### src/rtl/ram_loader.sv
// ram_loader: moves 16-bit words between a byte stream and a single-port RAM.
// Load packs byte pairs (high first) into RAM words; dump unpacks RAM words into byte pairs.
`default_nettype none

module ram_loader #(
  parameter int DWIDTH = 16,
  parameter int AWIDTH = 12
) (
  input  logic              clk,
  input  logic              rst_n,
  input  logic              start,
  input  logic              mode,
  input  logic [AWIDTH-1:0] base_addr,
  input  logic [AWIDTH:0]   count,
  input  logic              in_valid,
  input  logic [7:0]        in_data,
  output logic              in_ready,
  output logic              out_valid,
  output logic [7:0]        out_data,
  input  logic              out_ready,
  output logic              ram_load,
  output logic [AWIDTH-1:0] ram_addr,
  output logic [DWIDTH-1:0] ram_d,
  input  logic [DWIDTH-1:0] ram_q,
  output logic              busy,
  output logic              done
);

  localparam logic [AWIDTH:0] MAX_WORDS = {1'b1, {AWIDTH{1'b0}}};

  typedef enum logic [3:0] {
    IDLE, LD_HI, LD_LO, LD_WR, RD_ADDR, RD_CAP, RD_HI, RD_LO, DONE
  } state_t;

  state_t            state, state_nxt;
  logic [AWIDTH-1:0] addr;
  logic [AWIDTH:0]   rem;
  logic [AWIDTH:0]   count_clamped;
  logic [7:0]        hi_byte;
  logic [DWIDTH-1:0] hold;
  logic              last_word;

  assign count_clamped = (count > MAX_WORDS) ? MAX_WORDS : count;
  assign last_word     = (rem == {{AWIDTH{1'b0}}, 1'b1});
  assign ram_addr      = addr;

  always_ff @(posedge clk or negedge rst_n) begin
    if (!rst_n) begin
      state   <= IDLE;
      addr    <= '0;
      rem     <= '0;
      hi_byte <= '0;
      ram_d   <= '0;
      hold    <= '0;
    end else begin
      state <= state_nxt;
      case (state)
        IDLE: begin
          if (start) begin
            addr <= base_addr;
            rem  <= count_clamped;
          end
        end
        LD_HI: if (in_valid) hi_byte <= in_data;
        LD_LO: if (in_valid) ram_d <= {hi_byte, in_data};
        LD_WR: begin
          addr <= addr + 1'b1;
          rem  <= rem - 1'b1;
        end
        // ram_q reflects addr presented during RD_ADDR
        RD_CAP: hold <= ram_q;
        RD_LO: begin
          if (out_ready) begin
            addr <= addr + 1'b1;
            rem  <= rem - 1'b1;
          end
        end
        default: ;
      endcase
    end
  end

  always_comb begin
    state_nxt = state;
    in_ready  = 1'b0;
    out_valid = 1'b0;
    out_data  = 8'h00;
    ram_load  = 1'b0;
    done      = 1'b0;
    busy      = (state != IDLE);
    case (state)
      IDLE: begin
        if (start) begin
          if (count_clamped == '0) state_nxt = DONE;
          else if (mode)           state_nxt = RD_ADDR;
          else                     state_nxt = LD_HI;
        end
      end
      LD_HI: begin
        in_ready = 1'b1;
        if (in_valid) state_nxt = LD_LO;
      end
      LD_LO: begin
        in_ready = 1'b1;
        if (in_valid) state_nxt = LD_WR;
      end
      LD_WR: begin
        ram_load  = 1'b1;
        state_nxt = last_word ? DONE : LD_HI;
      end
      RD_ADDR: state_nxt = RD_CAP;
      RD_CAP:  state_nxt = RD_HI;
      RD_HI: begin
        out_valid = 1'b1;
        out_data  = hold[DWIDTH-1:DWIDTH/2];
        if (out_ready) state_nxt = RD_LO;
      end
      RD_LO: begin
        out_valid = 1'b1;
        out_data  = hold[DWIDTH/2-1:0];
        if (out_ready) state_nxt = last_word ? DONE : RD_ADDR;
      end
      DONE: begin
        done      = 1'b1;
        state_nxt = IDLE;
      end
      default: state_nxt = IDLE;
    endcase
  end

endmodule

`default_nettype wire

### config.mk
export PLATFORM = sky130hd
export DESIGN_NAME = ram_loader
export DESIGN_NICKNAME = d
export VERILOG_FILES = /design/src/rtl/ram_loader.sv
export SDC_FILE = /design/constraint.sdc
export NUM_CORES = 1
export LEC_CHECK = 0
export CAP_MARGIN = 20
export CORE_ASPECT_RATIO = 2
export CORE_MARGIN = 8
export CORE_UTILIZATION = 35
export CTS_CLUSTER_DIAMETER = 40
export DETAILED_ROUTE_END_ITERATION = 16
export SYNTH_ARGS = -nofsm -noshare
export SYNTH_HDL_FRONTEND = slang
export SYNTH_SLANG_ARGS = --single-unit
### constraint.sdc
create_clock -name clk -period 2.1 [get_ports clk]
set_input_delay 0.42 -clock clk [delete_from_list [all_inputs] [get_ports clk]]
set_output_delay 0.42 -clock clk [all_outputs]
set_load 0.01 [all_outputs]
==> load_flow_metrics.sql <==
INSERT INTO impl_metrics (metric_group, metric, value, unit) VALUES
('status', 'run_status', 'finished clean', ''),
('timing', 'finalMaxSlewViolations', '0', ''),
('drt', 'dr.max_layer_used', 'met4', ''),
('drt', 'met2RoutedLength', '5680', 'microns'),
('timing', 'setup_repair_after_global_routing_missed_its_margin', 'false', ''),
('pwr', 'cellPowerDensity', '1500', 'nW/um^2'),
('grt', 'grt_overflow', '0', ''),
('yosys', 'ys_async_sr_fraction', '100', '%'),
('worst_setup_path', 'timing.critical_path.mode_cell', 'or4_4', ''),
('worst_setup_path', 'critical_path_buf_inv_count', '1', ''),
('floorplan', 'initial_utilization', '35.6', '%'),
('worst_setup_path', 'worst_setup_path_start_kind', 'input port', ''),
('timing', 'maxClockFrequency', '484', 'MHz'),
('pwr', 'power_leakage', '2.19', 'nW'),
('floorplan', 'die_height', '159', 'microns'),
('final_layout', 'fillCellCount', '943', ''),
('timing', 'tightestPinTransition', '0.495', 'ns'),
('worst_setup_path', 'critical_path_sink_type', 'flip-flop', ''),
('clocking', 'cts.hold.buffers_added', '0', ''),
('clocking', 'htree_num_levels', '3', ''),
('clocking', 'ctsRootBufferMaster', 'clkbuf_16', ''),
('drt', 'vias_per_cell', '5.33', ''),
('yosys', 'synth.yosys.warnings', '0', ''),
('pwr', 'combinational_share_of_power', '48.4', '%'),
('yosys', 'ys_ff_latch', '69', ''),
('yosys', 'synth_seq_area_share', '48.1', '%'),
('placed_design', 'place_hpwl', '8070', 'microns'),
('floorplan', 'core_area', '10100', 'sq um'),
('floorplan', 'dieArea', '14000', 'sq um'),
('timing', 'final_min_period_over_clock_period', '98.4', '%'),
('worst_setup_path', 'cp.required', '2.31', 'ns'),
('drt', 'drt-total-wl', '10800', 'microns'),
('drt', 'drc_errors', '0', ''),
('yosys', 'yosysUniqueCellTypes', '53', ''),
('final_layout', 'layout.nets', '515', ''),
('yosys', 'syn_area_per_cell', '10.6', 'sq um'),
('yosys', 'synth_edf_count', '0', ''),
('final_layout', 'post-route-cell-area', '5270', 'sq um'),
('pwr', 'total_switching_power', '2.97', 'mW'),
('worst_setup_path', 'worst_path_dominant_cell_family', 'simple AND/OR/NAND/NOR gates', ''),
('placed_design', 'placement.io_buffers', '95', ''),
('pwr', 'ir_worst_vdd', '0.851', 'mV'),
('worst_setup_path', 'data_arrival_time_of_the_worst_path', '2.28', 'ns'),
('clocking', 'ctsLongestPathBuffers', '2', ''),
('grt', 'globalRouteTotalUtil', '16.4', '%'),
('worst_hold_path', 'hold_path.class', 'in -> async', ''),
('timing', 'maxSlewHeadroom', '66.9', '%'),
('yosys', 'dominantRegCellSynth', 'dfrtp_1', ''),
('placed_design', 'pre_cts_slack', '-0.293', 'ns'),
('grt', 'grt_antenna_before_repair', '0', ''),
('floorplan', 'rows', '52', ''),
('drt', 'drt-wirelength-per-cell', '18.0', 'microns'),
('placed_design', 'placed_cell_area', '4890', 'sq um'),
('timing', 'setup_ws', '0.0327', 'ns'),
('grt', 'grt_start_max_net_pins', '70', ''),
('final_layout', 'multi_input_comb_area', '1790', 'sq um'),
('drt', 'drt_iter0_drc', '79', ''),
('final_layout', 'final_common_cell', 'clkdlybuf4s50_1', ''),
('clocking', 'tritoncts.num_buffers', '9', ''),
('timing', 'report.final.hold_viol_count', '0', ''),
('timing', 'finalHoldWorstSlack', '0.100', 'ns'),
('pwr', 'swShare', '37.4', '%'),
('drt', 'routed-wl-met3', '674', 'microns'),
('pwr', 'p_int', '4.96', 'mW'),
('final_layout', 'n_antenna_cell', '0', ''),
('yosys', 'mappedNetlistArea', '3590', 'sq um'),
('pwr', 'share_seq_of_total_power', '32.0', '%'),
('floorplan', 'dieWidth', '87.6', 'microns'),
('worst_setup_path', 'critPathKind', 'in -> reg', ''),
('yosys', 'synthesis.nets', '396', ''),
('final_layout', 'synthToLayoutAreaGrowth', '46.6', '%');
path summary, 6_finish.rpt:
check / end / slack [ns] / from / cells after the start
min reg2reg: ram_d[13]$_DFFE_PN0P_ / 0.47 / hi_byte[5]$_DFFE_PN0P_ / 1
max reg2reg: rem[11]$_DFFE_PN0P_ / 0.29 / state[0]$_DFFE_PN0P_ / 7
min: ram_addr[1]$_DFFE_PN0P_ / 0.10 / rst_n / 2
min in group clk: ram_d[13]$_DFFE_PN0P_ / 0.47 / hi_byte[5]$_DFFE_PN0P_ / 1
max: state[0]$_DFFE_PN0P_ / 0.03 / count[3] / 5
max in group asynchronous: state[1]$_DFFE_PN0P_ / 1.66 / rst_n / 2
flip-flops by register name, indices dropped and copies added (netlist names):
signal / cells
hi_byte: 8
hold: 16
ram_addr: 12
ram_d: 16
rem: 13
state: 4
what timing repair did:
item,CTS,global route
gates resized for setup,20,17
setup endpoints to repair,13,9
pin swaps,0,2
setup buffers,2,1
power by group through the flow:
stage	Sequential, mW	Clock (mW)	Combinational [mW]
after global routing	2.64	1.66	4.22
final	2.54	1.55	3.84
after floorplan	2.50	0	2.05
after global placement	2.52	0	3.72
after detailed placement	2.55	0	3.78
after CTS	2.53	1.60	3.81
synthesized netlist by cell type (all sizes together) (4+ instances only):
cell type,instances,share of area (%)
o21ai,22,3.1
nor2,22,2.3
o22ai,5,0.87
buf,13,1.7
a32oi,4,0.98
dfrtp,69,48
mux2,40,13
a2bb2oi,8,2.0
mux2i,10,2.8
o2bb2ai,4,1.1
nand4,8,1.4
nor2b,5,0.87
a31oi,14,2.4
a21oi,19,2.6
and3,5,0.87
inv,10,1.0
nor4,5,1.4
nand3,8,1.1
nand2,15,1.6
or4,4,1.1
clkbuf,8,0.84
metal layers:
layer  GRT usage, %  vias to the layer above
met5              0                        -
met4           10.3                        0
met3           4.50                       24
met2           28.5                      106
met1           16.5                     1537
li1               -                     1513
through the flow:
step / instances / setup TNS (ns) / power [mW] / utilization [%]
after floorplan: 338 / 0 / 4.55 / -
after global placement: 578 / -1.03 / 6.24 / 48.5
after detailed placement: 578 / -1.14 / 6.32 / 48.5
after CTS: 596 / 0 / 7.94 / 51.9
after global routing: 597 / 0 / 8.52 / 52.2
final: 597 / 0 / 7.93 / 52.2
cells by family after synthesis:
group	Yosys count	share of synthesized area [%]
AO/OA/AOI/OAI	89	16.2
adder cells (fa/ha/maj)	3	1.05
buffers and inverters	31	3.62
flip-flops	69	48.1
multiplexers	50	15.3
AND/OR/NAND/NOR	96	15.8
layout make-up:
class,instances,area share [%]
clock buffer,9,4.28
timing repair buffer,129,23.4
sequential,69,32.9
clock inverter,7,1.54
tap,135,3.21
multi-input combinational,238,34.0
inverter,10,0.713
Power figures use the tool's default switching activity.
